==> src/rtl/seven_seg_pager.sv <==
// Multi-page, multi-digit 7-segment controller with manual/auto page selection,
// leading-zero blanking, per-digit blinking and a registered segment output.
module seven_seg_pager #(
    parameter int DIGITS       = 4,
    parameter int PAGES        = 4,
    parameter int BLINK_TICKS  = 50,
    parameter int SCROLL_TICKS = 300
) (
    input  logic                        clk,
    input  logic                        rst_n,
    input  logic                        clk_en,
    input  logic [PAGES*DIGITS*4-1:0]   page_data,
    input  logic [PAGES-1:0]            page_valid,
    input  logic [PAGES-1:0]            blank_lz,
    input  logic [$clog2(PAGES)-1:0]    page_sel,
    input  logic                        auto_scroll,
    input  logic [DIGITS-1:0]           blink_mask,
    output logic [DIGITS*7-1:0]         seg_out,
    output logic [$clog2(PAGES)-1:0]    page_cur,
    output logic                        page_changed
);

    localparam int PW = $clog2(PAGES);
    localparam int DW = $clog2(SCROLL_TICKS + 1);
    localparam int BW = $clog2(BLINK_TICKS + 1);
    localparam logic [PW-1:0] LAST_PAGE  = PW'(PAGES - 1);
    localparam logic [DW-1:0] DWELL_LAST = DW'(SCROLL_TICKS - 1);
    localparam logic [BW-1:0] BLINK_LAST = BW'(BLINK_TICKS - 1);
    localparam logic [6:0]    SEG_BLANK  = 7'h7F;

    typedef enum logic [1:0] {
        MANUAL = 2'd0,
        AUTO   = 2'd1,
        SEARCH = 2'd2
    } state_t;

    state_t                 state_q, state_d;
    logic [PW-1:0]          page_cur_q, page_cur_d;
    logic [PW-1:0]          cand_q, cand_d;
    logic                   page_changed_q, page_changed_d;
    logic [DW-1:0]          dwell_q, dwell_d;
    logic [BW-1:0]          blink_cnt_q, blink_cnt_d;
    logic                   blink_phase_q, blink_phase_d;
    logic [DIGITS*7-1:0]    seg_q, seg_d;
    logic                   sel_ok_s;
    logic [DIGITS*4-1:0]    cur_data_s;

    function automatic logic [6:0] font(input logic [3:0] nib);
        case (nib)
            4'h0:    font = 7'h40;
            4'h1:    font = 7'h79;
            4'h2:    font = 7'h24;
            4'h3:    font = 7'h30;
            4'h4:    font = 7'h19;
            4'h5:    font = 7'h12;
            4'h6:    font = 7'h02;
            4'h7:    font = 7'h78;
            4'h8:    font = 7'h00;
            4'h9:    font = 7'h10;
            4'hA:    font = 7'h08;
            4'hB:    font = 7'h03;
            4'hC:    font = 7'h46;
            4'hD:    font = 7'h21;
            4'hE:    font = 7'h06;
            4'hF:    font = 7'h0E;
            default: font = 7'h7F;
        endcase
    endfunction

    function automatic logic [PW-1:0] next_page(input logic [PW-1:0] p);
        return (p == LAST_PAGE) ? {PW{1'b0}} : p + PW'(1);
    endfunction

    // A manual request is honoured only for an existing, valid page that differs from the current one
    always_comb begin
        sel_ok_s = 1'b0;
        for (int p = 0; p < PAGES; p++) begin
            sel_ok_s = sel_ok_s | ((page_sel == PW'(p)) && page_valid[p] && (page_sel != page_cur_q));
        end
    end

    // Page selection FSM: manual select, auto dwell, and one-candidate-per-clock search
    always_comb begin
        state_d        = state_q;
        page_cur_d     = page_cur_q;
        cand_d         = cand_q;
        dwell_d        = dwell_q;
        page_changed_d = 1'b0;
        case (state_q)
            MANUAL: begin
                if (sel_ok_s) begin
                    page_cur_d     = page_sel;
                    page_changed_d = 1'b1;
                end else begin
                    page_cur_d     = page_cur_q;
                end
                if (auto_scroll) begin
                    state_d = AUTO;
                    dwell_d = {DW{1'b0}};
                end else begin
                    state_d = MANUAL;
                end
            end
            AUTO: begin
                if (!auto_scroll) begin
                    state_d = MANUAL;
                end else if (clk_en) begin
                    if (dwell_q == DWELL_LAST) begin
                        dwell_d = {DW{1'b0}};
                        cand_d  = next_page(page_cur_q);
                        state_d = SEARCH;
                    end else begin
                        dwell_d = dwell_q + DW'(1);
                    end
                end else begin
                    state_d = AUTO;
                end
            end
            SEARCH: begin
                if (!auto_scroll) begin
                    state_d = MANUAL;
                end else if (page_valid[cand_q]) begin
                    page_cur_d     = cand_q;
                    page_changed_d = 1'b1;
                    dwell_d        = {DW{1'b0}};
                    state_d        = AUTO;
                end else if (next_page(cand_q) == page_cur_q) begin
                    dwell_d = {DW{1'b0}};
                    state_d = AUTO;
                end else begin
                    cand_d  = next_page(cand_q);
                end
            end
            default: begin
                state_d = MANUAL;
            end
        endcase
    end

    // Blink timebase runs in every mode, paced by clk_en
    always_comb begin
        blink_cnt_d   = blink_cnt_q;
        blink_phase_d = blink_phase_q;
        if (clk_en) begin
            if (blink_cnt_q == BLINK_LAST) begin
                blink_cnt_d   = {BW{1'b0}};
                blink_phase_d = ~blink_phase_q;
            end else begin
                blink_cnt_d   = blink_cnt_q + BW'(1);
            end
        end else begin
            blink_cnt_d = blink_cnt_q;
        end
    end

    // Segment image of the current page: invalid-page blank, leading-zero run, blink, font
    always_comb begin : seg_build
        logic       lz_run;
        logic [3:0] nib;
        seg_d      = {(DIGITS*7){1'b1}};
        cur_data_s = page_data[page_cur_q*DIGITS*4 +: DIGITS*4];
        lz_run     = blank_lz[page_cur_q];
        for (int d = DIGITS - 1; d >= 0; d--) begin
            nib    = cur_data_s[d*4 +: 4];
            lz_run = lz_run && (nib == 4'h0) && (d != 0);
            if (!page_valid[page_cur_q] || lz_run || (blink_phase_q && blink_mask[d])) begin
                seg_d[d*7 +: 7] = SEG_BLANK;
            end else begin
                seg_d[d*7 +: 7] = font(nib);
            end
        end
    end

    // State and output registers with synchronous active-low reset
    always_ff @(posedge clk) begin
        if (!rst_n) begin
            state_q        <= MANUAL;
            page_cur_q     <= {PW{1'b0}};
            cand_q         <= {PW{1'b0}};
            page_changed_q <= 1'b0;
            dwell_q        <= {DW{1'b0}};
            blink_cnt_q    <= {BW{1'b0}};
            blink_phase_q  <= 1'b0;
            seg_q          <= {(DIGITS*7){1'b1}};
        end else begin
            state_q        <= state_d;
            page_cur_q     <= page_cur_d;
            cand_q         <= cand_d;
            page_changed_q <= page_changed_d;
            dwell_q        <= dwell_d;
            blink_cnt_q    <= blink_cnt_d;
            blink_phase_q  <= blink_phase_d;
            seg_q          <= seg_d;
        end
    end

    assign seg_out      = seg_q;
    assign page_cur     = page_cur_q;
    assign page_changed = page_changed_q;

endmodule

==> config.mk <==
export PLATFORM = sky130hd
export DESIGN_NAME = seven_seg_pager
export DESIGN_NICKNAME = d
export VERILOG_FILES = /design/src/rtl/seven_seg_pager.sv
export SDC_FILE = /design/constraint.sdc
export NUM_CORES = 1
export LEC_CHECK = 0
export BUFFER_PORTS_ARGS = -buffer_cell sky130_fd_sc_hd__buf_4
export CORE_ASPECT_RATIO = 1.75
export CORE_UTILIZATION = 49
export DETAILED_ROUTE_END_ITERATION = 10
export GPL_ROUTABILITY_DRIVEN = 0
export HOLD_SLACK_MARGIN = 0.02
export PLACE_DENSITY = 0.89
export SYNTH_ARGS = -nofsm -noshare
export SYNTH_HDL_FRONTEND = slang
export SYNTH_SLANG_ARGS = --single-unit
==> constraint.sdc <==
create_clock -name clk -period 6.7 [get_ports clk]
set_clock_uncertainty 0.2 [all_clocks]
set_input_delay 0.67 -clock clk [delete_from_list [all_inputs] [get_ports clk]]
set_output_delay 0.67 -clock clk [all_outputs]
set_load 0.02 [all_outputs]
* Yosys cells after proc, flatten, opt, wreduce, memory -nomap -nowiden
Memory sizes are Yosys's and may differ from the RTL's. A register that Yosys moved wholly into a read port is not among the register bits. Cells that the tools add are included.
Word-level totals: bits in registers 23, memory bits (read-only) 448, input port bits 82, output and inout bits 31, word-level logic and storage cells 126, memories kept 4
Memories:
- (name not given) | depth 16, bits a word 7, rd ports 1, clocked after Yosys merged registers in 1, wr ports 0, line 49 | case (nib)
- (name not given) | depth 16, bits a word 7, rd ports 1, clocked after Yosys merged registers in 1, wr ports 0, line 49
- (name not given) | depth 16, bits a word 7, rd ports 1, clocked after Yosys merged registers in 1, wr ports 0, line 49
- (name not given) | depth 16, bits a word 7, rd ports 1, clocked after Yosys merged registers in 1, wr ports 0, line 49
Operators by class: add/subtract/negate cells 4, $lt $le $gt $ge 2, eq/ne operators 23, shift operators 1, multiplexer cells 40, bitwise logic cells 5, reduce and logical (&&, ||, !) cells 40
Operators by type and width (number):
- $shiftx 64x7->16 | 1
- $mux 9 | 7
- $mux 2 | 17
- $pmux 9 s3 | 1
- $ne 2x2->1 const B | 9
- $logic_and 1x1->1 | 15
- $logic_not 4->1 | 3
- $eq 2x2->1 const B | 5
- $add 9x1->9 const B | 1
- $eq 9x9->1 const B | 1
- $ne 4x4->1 const B | 2
- $pmux 2 s2 | 2
- $reduce_or 2->1 | 4
- $logic_or 1x1->1 | 7
- $mux 1 | 7
- $reduce_and 7->1 | 1
- $add 6x1->6 const B | 1
- $bmux 1 s2 | 3
- $eq 6x6->1 const B | 1
- $lt 2x3->1 const B | 2
- $mux 6 | 1
- $pmux 2 s3 | 1
- $reduce_and 6->1 | 1
- $add 2x1->2 const B | 2
- other kinds (13) | 20

* Logic depth before layout (Yosys ltp)
Gate-level depths: netlist of the first run.
depth in word-level cells 8, depth in mapped cells 10, depth with buffers taken out 7

* Worst setup path before layout of the first run
Ideal clock, no wire load.
kind flip-flop to flip-flop, from register page_cur_q[0] (netlist: page_cur[0]), to register seg_q[12] (netlist: seg_out[12]), library setup time 0.065 ns, arrival time 2.560 ns, data required time 6.435 ns, path slack 3.876 ns, cell stages (with the launch flop) 11, buffers on the path 3, clock period less this slack 2.824 ns, cell sequence dfxtp_1 -> buf_6 -> buf_6 -> buf_6 -> mux4_2 -> inv_1 -> ha_1 -> inv_1 -> nor4b_4 -> nand4_4 -> nand4_1
On the way: word-level cells in the longest chain between the ends 8, elaborated cells between the ends (all ways) 15, classes of those cells shift: 1; mux: 4; reduce/logical: 10
Ends and longest elaborated chain:
- from (decl) | line 38 | logic [PW-1:0] page_cur_q, page_cur_d;
- from (signal assigned) | line 178 | page_cur_q <= {PW{1'b0}};
- from (signal assigned) | line 187 | page_cur_q <= page_cur_d;
- $shiftx 64x7->16 or $bmux 1 s2 (tied branches) | line 161, 162
- $logic_not 4->1 or $mux 1 (tied branches) | line 165, 162
- $logic_and 1x1->1 (3 in series) | line 165 | lz_run = lz_run && (nib == 4'h0) && (d != 0);
- $logic_or 1x1->1 (2 in series) | line 166 | if (!page_valid[page_cur_q] || lz_run || (blink_phase_q && blink_mask[d])) begin
- $reduce_or 2->1 (no line)
- to (decl) | line 44 | logic [DIGITS*7-1:0] seg_q, seg_d;
Parallel ways exist; a longest one is shown, timed or not. The select of a mux whose other input is x is not followed. A chain may end at the register's enable or synchronous reset.

* Worst setup path in the final report of the first run
from register page_cur_q[0] (netlist: page_cur[0]), to register seg_q[20] (netlist: seg_out[20])
On the way: word-level cells in the longest chain between the ends 7, elaborated cells between the ends (all ways) 13, classes of those cells shift: 1; mux: 4; reduce/logical: 8
Ends and longest elaborated chain (line):
- $shiftx 64x7->16 or $bmux 1 s2 (tied branches) | 161, 162
- $logic_not 4->1 or $mux 1 (tied branches) | 165, 162
- $logic_and 1x1->1 (2 in series) | 165
- $logic_or 1x1->1 (2 in series) | 166
- $reduce_or 2->1 (no line)
Parallel ways exist; a longest one is shown, timed or not. The select of a mux whose other input is x is not followed.

==> results of run 1 <==
==> cell families after synthesis <==
logic type,Yosys count,share of synthesized area
AND/OR/NAND/NOR,107,0.172
AO/OA/AOI/OAI,79,0.167
buffers and inverters,39,0.0567
flip-flops,51,0.287
adder cells (fa/ha/maj),26,0.0916
multiplexers,42,0.198
XOR/XNOR,11,0.0271
==> routing by layer <==
layer  GRT usage  wire length (um)  share of wire  up-vias
met5           0                 0              0        -
met4       0.126               332          0.034        0
met1       0.227              3170           0.33     1601
met3      0.0558               594          0.062       30
li1            -                 -              -     1543
met2       0.517              5560           0.58      131
==> synthesized netlist by cell type (all sizes together), types with 3 or more instances <==
master	n	area [um^2]
o221ai	9	78.8
xnor2	3	26.3
mux2i	13	130
nor3b	4	35.0
or3	3	18.8
mux2	7	78.8
nand3	12	60.1
xor2	8	70.1
nand2b	11	76.3
inv	21	78.8
o211ai	11	82.6
and3	4	25.0
nand2	26	97.6
o21ai	6	30.0
dfxtp	51	1020
nand4	6	52.6
ha	26	325
nand3b	3	22.5
nor2	18	67.6
a311oi	4	35.0
a211oi	7	70.1
a21oi	13	65.1
a31oi	6	37.5
buf	10	92.6
nor2b	3	18.8
and2	3	18.8
clkbuf	8	30.0
or2	3	18.8
o21a	3	22.5
mux4	22	495
nor3	4	20.0
==> sequential cells by signal, summed over array words and instances (netlist names) <==
name / cells
seg_out: 28
dwell_q: 9
blink_cnt_q: 6
cand_q: 2
page_cur: 2
state_q: 2
blink_phase_q: 1
page_changed: 1
==> power groups by stage <==
| stage | combinational [mW] | sequential [mW] | clock [mW] |
|---|---|---|---|
| floorplan | 0.191 | 0.372 | 0 |
| global placement | 0.304 | 0.353 | 0 |
| detailed placement | 0.316 | 0.354 | 0 |
| CTS | 0.318 | 0.347 | 0.280 |
| global route | 0.345 | 0.349 | 0.291 |
| finish | 0.319 | 0.346 | 0.276 |
==> worst max path at each step <==
| stage | to | slack (ns) | depth (start not counted) |
|---|---|---|---|
| after floorplan | seg_out[12]$_SDFF_PP1_ | 3.88 | 10 |
| after global placement | seg_out[8]$_SDFF_PP1_ | 3.79 | 7 |
| after detailed placement | seg_out[20]$_SDFF_PP1_ | 3.69 | 7 |
| after CTS | seg_out[20]$_SDFF_PP1_ | 3.67 | 7 |
| after global routing | seg_out[12]$_SDFF_PP1_ | 3.51 | 7 |
| final | seg_out[20]$_SDFF_PP1_ | 3.71 | 7 |
==> layout make-up <==
class | instances | area share
Sequential cell | 51 | 0.225
Timing Repair Buffer | 113 | 0.187
Clock inverter | 1 | 0.00165
Multi-Input combinational cell | 265 | 0.513
Tap cell | 84 | 0.0231
Inverter | 21 | 0.0173
Clock buffer | 7 | 0.0336
==> cells in the final DEF, fill, tap and decap left out, drive strengths merged, types with 6 or more instances in the layout <==
master | synthesis | layout
a211oi | 7 | 7
a21oi | 13 | 13
a31oi | 6 | 6
buf | 10 | 113
clkbuf | 8 | 7
dfxtp | 51 | 51
ha | 26 | 26
inv | 21 | 21
mux2 | 7 | 7
mux2i | 13 | 13
mux4 | 22 | 22
nand2 | 26 | 26
nand2b | 11 | 11
nand3 | 12 | 12
nand4 | 6 | 6
nor2 | 18 | 18
o211ai | 11 | 11
o21ai | 6 | 6
o221ai | 9 | 9
xor2 | 8 | 8
==> per-stage QoR <==
stage / cells / power, mW / util / instance area, um^2 / setup slack [ns]
floorplan: 355 / 0.563 / - / 3550 / 3.88
global placement: 534 / 0.657 / 0.630 / 4380 / 3.79
detailed placement: 534 / 0.669 / 0.630 / 4380 / 3.69
CTS: 542 / 0.944 / 0.653 / 4540 / 3.67
global route: 542 / 0.985 / 0.653 / 4540 / 3.51
finish: 542 / 0.941 / 0.653 / 4540 / 3.71
==> results_dict.tcl, run 1 <==
set metrics [dict create \
    critPathCaptureType "flip-flop" \
    worst_ir_drop_vdd_uv 105 \
    r2r_cells 7 \
    dr.pass1.iters 4 \
    cts_buffer_depth 2 \
    slew_viol_final 0 \
    synth.avg_cell_area_um2 10.0 \
    finalCritPeriodShare 0.446 \
    synth_edf_count 0 \
    ys_warn_count 0 \
    syn_nets 463 \
    max_freq_ghz 0.335 \
    grt_pass1_vias 3281 \
    hold_violations 0 \
    port_buffers 112 \
    critPathLaunchType "flip-flop" \
    antenna_found_initial 0 \
    rr_endpoint "seg_out[20]$_SDFF_PP1_" \
    crit_fanout 25 \
    rsz0062_at_grt "false" \
    grt_pass1_wl_mm 14.7 \
    final_nets 565 \
    crit_family "flip-flops" \
    antennaDiodeCount 0 \
    hold_depth 1 \
    place_hpwl_mm 7.64 \
    cts_root_buf "clkbuf_16" \
    tightest_slew_ns 0.812 \
    reg2reg_from "page_cur[0]$_SDFFE_PN0P_" \
    crit_start "page_cur[0]$_SDFFE_PN0P_" \
    grt_overflow 0 \
    ant_nets 0 \
    drt_wl_total_mm 9.65 \
    p_leak_nw 1.94 \
    cts_max_level 2 \
    outcome "complete, no violations" \
    pin_count 113 \
    dr_total_vias 3305 \
    path_cells "mux4_2, inv_1, ha_1, inv_1, nor4b_4, a221oi_2, o211ai_1" \
    yosysSeqAreaShare 0.287 \
    slew_headroom 0.458 \
    p_int_mw 0.640 \
    power.switching_mw 0.301 \
    worstHoldStart "dwell_q[8]$_SDFFE_PN0P_" \
    cap_violations 0 \
    synth-async-reset-ratio 0 \
    placementRows 40 \
    multi_input_area_mm2 0.00233 \
    hold_end "dwell_q[8]$_SDFFE_PN0P_" \
    cts_setup_buffers 0 \
    viasPerCell 6.10 \
    die-area_mm2 0.00761 \
    p_sw_frac 0.320 \
    initial_core_util 0.511 \
    die_h_um 115 \
    ff2ff_setup_slack_ns 3.71 \
    fill_cells 546 \
    clkLatencyLatePin_ns 0.30 \
    seqCellArea_mm2 0.00102 \
    cts_sinks 51 \
    core_mm2 0.00696 \
    grt_max_degree 26 \
    crit_buf_inv 2 \
    cp.arrival_ns 3.01 \
    final.setup.tns_ns 0 \
    netlist_instances 355 \
    area_growth_pct 27.9 \
    period_minus_slack_ns 2.99 \
    hp-class "flip-flop to flip-flop" \
    drc 0 \
    postCtsHoldBufs 0 \
    cpMostUsedCell "inv_1" \
    synth_seq_cells 51 \
    crit_slowest_cell "dfxtp_2" \
    grtUsageTotal 0.258 \
    pwr-share-comb 0.339 \
    drt-initial-drc-count 173 \
    cts_tree "done" \
    seq_power_share 0.368 \
    synthFlopType "dfxtp_1" \
    drive_above_1_share 0.352 \
    numCtsBuffers 5 \
    cts.clk_slew.worst_paths_ns 0.07 \
    setup_viol 0 \
    max_stage_delay_ns 0.86 \
    die_x_um 66.4 \
    hold_ws_ns 0.314 \
    p_clk_frac 0.294 \
    avgRoutedWirePerCell_um 17.8 \
    critPathRequiredTime_ns 6.72 \
    synth_area_mm2 0.00355 \
    power_density_mw_per_mm2 207 \
    ys_types 60 \
    ctsResizeCount 0 \
    critPathKind "flip-flop to flip-flop" \
]
Power figures use the tool's default switching activity.
==> inputs of run 2 (changes only) <==
- CORE_UTILIZATION: 49 -> 47
- PLACE_DENSITY: 0.89 -> 0.9
- clock period: 6.7 -> 2.6 ns (I/O delays scaled with it)
==> results_dict.tcl, run 2 (synthesis gave the netlist of run 1 again) <==
set metrics [dict create \
    final_cell_mix "buf_4, dfxtp_1, nand2_1, ha_1, mux4_2" \
    cts_tree "done" \
    slew_viol_final 0 \
    crit_fanout 8 \
    grtUsageMet3 0.0562 \
    final_nets 575 \
    critPathKind "flip-flop to flip-flop" \
    reg2reg_from "page_cur[0]$_SDFFE_PN0P_" \
    dr.pass1.iters 4 \
    antennaDiodeCount 0 \
    initial_core_util 0.488 \
    design_area_mm2 0.00463 \
    worstHoldStart "blink_mask[2]" \
    worst_ir_drop_vdd_uv 304 \
    cts.clk_slew.worst_paths_ns 0.07 \
    p_total_mw 2.48 \
    ff2ff_setup_slack_ns 0.11 \
    hold_ws_ns 0.0551 \
    grt_max_degree 17 \
    drive_above_1_share 0.366 \
    place_hpwl_mm 7.91 \
    die-area_mm2 0.00792 \
    final_common_cell "buf_4" \
    critPathLaunchType "flip-flop" \
    cap_violations 0 \
    dp_worst_setup_slack_ns 0.103 \
    drc 0 \
    setup_viol 0 \
    area_growth_pct 30.5 \
    clkLatencyLatePin_ns 0.29 \
    largest_register_ffs 28 \
    grt-busiest-layer "met2" \
    cts_root_buf "clkbuf_16" \
    period_minus_slack_ns 2.49 \
    outcome "complete, no violations" \
    drt_wl_total_mm 9.97 \
    r2r_cells 7 \
    fill_cells 580 \
    critPathRequiredTime_ns 2.63 \
    p_leak_nw 1.99 \
    drt-initial-drc-count 125 \
    cts_buffer_depth 2 \
    hold_end "seg_out[15]$_SDFF_PP1_" \
    grt_pass1_vias 3502 \
    fin_ws_ns 0.113 \
    place_area_mm2 0.00443 \
    ant_nets 0 \
    hold_depth 3 \
    core_mm2 0.00728 \
    die_h_um 117 \
    hp-class "input port to flip-flop" \
    grt_overflow 0 \
    finalCritPeriodShare 0.957 \
    gr-usage-met2 0.517 \
    max_freq_ghz 0.402 \
    cts_max_level 2 \
    pin_count 113 \
    cp.arrival_ns 2.52 \
    placementRows 41 \
    port_buffers 112 \
    dr_total_vias 3368 \
    cts_sinks 51 \
    power_density_mw_per_mm2 535 \
    tightest_slew_ns 0.667 \
    slew_headroom 0.549 \
    hold_violations 0 \
    numCtsBuffers 5 \
    grt_pass1_wl_mm 15.9 \
    rr_endpoint "seg_out[10]$_SDFF_PP1_" \
    critPathCaptureType "flip-flop" \
    die_x_um 67.7 \
    grt_use_met1 0.244 \
    antenna_found_initial 0 \
    avgRoutedWirePerCell_um 18.0 \
    viasPerCell 6.09 \
    grtUsageTotal 0.268 \
]
run 2: changes by cell type in the layout (fill, tap and decap cells not counted), sizes merged:
cell / change
bufinv: +1
clkinvlp: -1
clkbuf: -1
buf: +10
run 2: worst max-delay path, cell delays in order, from the launching register on:
cell and delay (ns):
dfxtp_4 0.42, mux4_2 0.59, inv_2 0.11, ha_1 0.14
inv_1 0.09, nor4b_4 0.53, nand4_4 0.21, nand3_1 0.14
run 2: what timing repair did:
action,CTS,global route
buffers inserted,0,4
resized for setup,0,3
setup endpoints to repair,0,14
hold buffers,0,0
run 2: worst max path at each step:
| stage | start | endpoint | slack, ns | cells past startpoint |
|---|---|---|---|---|
| final | page_cur[0]$_SDFFE_PN0P_ | seg_out[10]$_SDFF_PP1_ | 0.11 | 7 |
| after global routing | page_cur[0]$_SDFFE_PN0P_ | seg_out[21]$_SDFF_PP1_ | -0.004 | 7 |
| after CTS | page_cur[0]$_SDFFE_PN0P_ | seg_out[9]$_SDFF_PP1_ | 0.08 | 7 |
| after detailed placement | page_cur[0]$_SDFFE_PN0P_ | seg_out[9]$_SDFF_PP1_ | 0.10 | 7 |
| after global placement | page_cur[0]$_SDFFE_PN0P_ | seg_out[8]$_SDFF_PP1_ | 0.16 | 7 |
| after floorplan | page_cur[0]$_SDFFE_PN0P_ | seg_out[12]$_SDFF_PP1_ | 0.009 | 10 |
run 2: report_power, final:
part	total, mW	internal [mW]	switching [mW]
Combinational	0.864	0.411	0.453
Sequential	0.880	0.845	0.0345
Clock	0.734	0.450	0.285
Total	2.48	1.71	0.772
run 2: layout make-up:
class | instances | area, um^2 | share of cell area
sequential | 51 | 1020 | 0.221
tap | 86 | 108 | 0.0232
timing repair buffer | 123 | 923 | 0.199
inverter | 21 | 78.8 | 0.0170
clock buffer | 6 | 129 | 0.0278
clock inverter | 1 | 30.0 | 0.00648
multi-input combinational | 265 | 2340 | 0.505
run 2: layer usage:
metal | up-vias | wire (um) | share of wire
met5 | - | 0 | 0
met4 | 0 | 366 | 0.037
met3 | 33 | 584 | 0.059
met2 | 141 | 5820 | 0.58
met1 | 1635 | 3200 | 0.32
li1 | 1559 | - | -
run 2: per-stage QoR:
step | TNS, ns | utilization | cells
after CTS | 0 | 0.631 | 549
final | 0 | 0.636 | 553
after detailed placement | 0 | 0.609 | 542
after floorplan | 0 | - | 355
after global routing | -0.00840 | 0.636 | 553
after global placement | 0 | 0.609 | 542
==> inputs of run 3 (changes only) <==
- REMOVE_ABC_BUFFERS: not set -> 1
==> results_dict.tcl, run 3 (synthesis gave the netlist of run 1 again) <==
set metrics [dict create \
    power_density_mw_per_mm2 532 \
    pin_count 113 \
    cts.clk_slew.worst_paths_ns 0.06 \
    dr.pass1.iters 4 \
    clkLatencyLatePin_ns 0.29 \
    place_hpwl_mm 7.59 \
    critPathCaptureType "flip-flop" \
    drc 0 \
    crit_buf_inv 2 \
    cts_buffer_depth 2 \
    slew_viol_final 0 \
    grt_max_degree 17 \
    viasPerCell 5.99 \
    cts_max_level 2 \
    p_sw_frac 0.307 \
    grt_pass1_vias 3358 \
    p_clk_frac 0.295 \
    reg2reg_from "page_cur[0]$_SDFFE_PN0P_" \
    area_growth_pct 30.0 \
    fin_cells 549 \
    antenna_found_initial 0 \
    p_int_mw 1.70 \
    tightest_slew_ns 0.563 \
    final_common_cell "buf_4" \
    dr_total_vias 3289 \
    die_h_um 117 \
    drt-initial-drc-count 219 \
    port_buffers 112 \
    critPathKind "flip-flop to flip-flop" \
    ant_nets 0 \
    outcome "complete, no violations" \
    max_freq_ghz 0.410 \
    seq_power_share 0.357 \
    postCtsHoldBufs 0 \
    initial_core_util 0.488 \
    hold_violations 0 \
    grt_overflow 0 \
    antennaDiodeCount 0 \
    crit_start "page_cur[0]$_SDFFE_PN0P_" \
    rsz0062_at_grt "false" \
    hold_ws_ns 0.0677 \
    pwr-share-comb 0.348 \
    setup_viol 0 \
    critPathRequiredTime_ns 2.63 \
    slew_headroom 0.619 \
    period_minus_slack_ns 2.44 \
    p_total_mw 2.45 \
    drive_above_1_share 0.359 \
    grtUsageTotal 0.251 \
    crit_family "simple AND/OR/NAND/NOR gates" \
    placementRows 41 \
    crit_slowest_cell "mux4_2" \
    crit_fanout 13 \
    cts_sinks 51 \
    drt_wl_total_mm 9.49 \
    worstHoldStart "blink_mask[2]" \
    die_x_um 67.7 \
    numCtsBuffers 5 \
    final_nets 571 \
    largest_register_ffs 28 \
    hp-class "input port to flip-flop" \
    fin_ws_ns 0.160 \
    worst_ir_drop_vdd_uv 255 \
    utilization 0.634 \
    cp.arrival_ns 2.47 \
    finalCritPeriodShare 0.939 \
    path_cells "buf_8, mux4_2, inv_1, ha_1, nor3b_4, nand4_4, nand4_1" \
    p_leak_nw 1.98 \
    cts_tree "done" \
    dp_worst_setup_slack_ns 0.0462 \
    cts_root_buf "clkbuf_16" \
    grt_pass1_wl_mm 15.0 \
    critPathLaunchType "flip-flop" \
    power.switching_mw 0.753 \
    fill_cells 610 \
    max_stage_delay_ns 0.59 \
    avgRoutedWirePerCell_um 17.3 \
    final_cell_mix "buf_4, dfxtp_1, nand2_1, ha_1, mux4_2" \
    cap_violations 0 \
    core_mm2 0.00728 \
    die-area_mm2 0.00792 \
    dpl.cell_count 541 \
]
-- run 3: changes by cell type in the layout (fill, tap and decap cells not counted), moves of 2 or more --
cell	previous run	this run
buf_4	123	118
dfxtp_2	0	2
inv_1	19	21
inv_2	2	0
-- run 3: per-stage QoR --
stage | setup TNS [ns] | cell area (um^2)
after floorplan | -13.11 | 3430
after global placement | 0 | 4420
after detailed placement | 0 | 4420
after CTS | 0 | 4580
after global routing | 0 | 4620
final | 0 | 4620
-- run 3: final timing paths --
check	end	slack, ns	depth (start not counted)
max	seg_out[12]$_SDFF_PP1_	0.16	7
min	seg_out[18]$_SDFF_PP1_	0.07	3
max reg2reg	seg_out[12]$_SDFF_PP1_	0.16	7
min reg2reg	dwell_q[8]$_SDFFE_PN0P_	0.29	1
-- run 3: worst min-delay path, stage by stage --
cell	delay (ns)
buf_4	0.10
a221oi_4	0.09
o221ai_1	0.08
-- run 3: power groups by stage --
stage / sequential [mW] / combinational (mW) / clock (mW)
2_1_floorplan: 0.978 / 0.436 / 0
3_3_place_gp: 0.889 / 0.807 / 0
3_5_place_dp: 0.892 / 0.838 / 0
4_1_cts: 0.876 / 0.843 / 0.735
5_1_grt: 0.881 / 0.928 / 0.767
6_report: 0.876 / 0.854 / 0.723
-- run 3: routing by layer --
| metal | share of wire | vias to the layer above | GRT usage |
|---|---|---|---|
| met5 | 0 | - | 0 |
| met4 | 0.038 | 0 | 0.157 |
| met3 | 0.058 | 31 | 0.0562 |
| met2 | 0.58 | 139 | 0.471 |
| met1 | 0.33 | 1564 | 0.231 |
| li1 | - | 1555 | - |
-- run 3: cell type report --
class | count | area, um^2 | share of cell area
sequential | 51 | 1020 | 0.222
tap | 86 | 108 | 0.0233
clock inverter | 1 | 30.0 | 0.00650
clock buffer | 6 | 129 | 0.0279
timing repair buffer | 119 | 901 | 0.195
inverter | 21 | 78.8 | 0.0171
multi-input combinational | 265 | 2350 | 0.508
-- run 3: repair_timing --
item / CTS / global route
setup buffers: 0 / 1
endpoints found under the setup margin: 0 / 17
gates resized for setup: 0 / 5
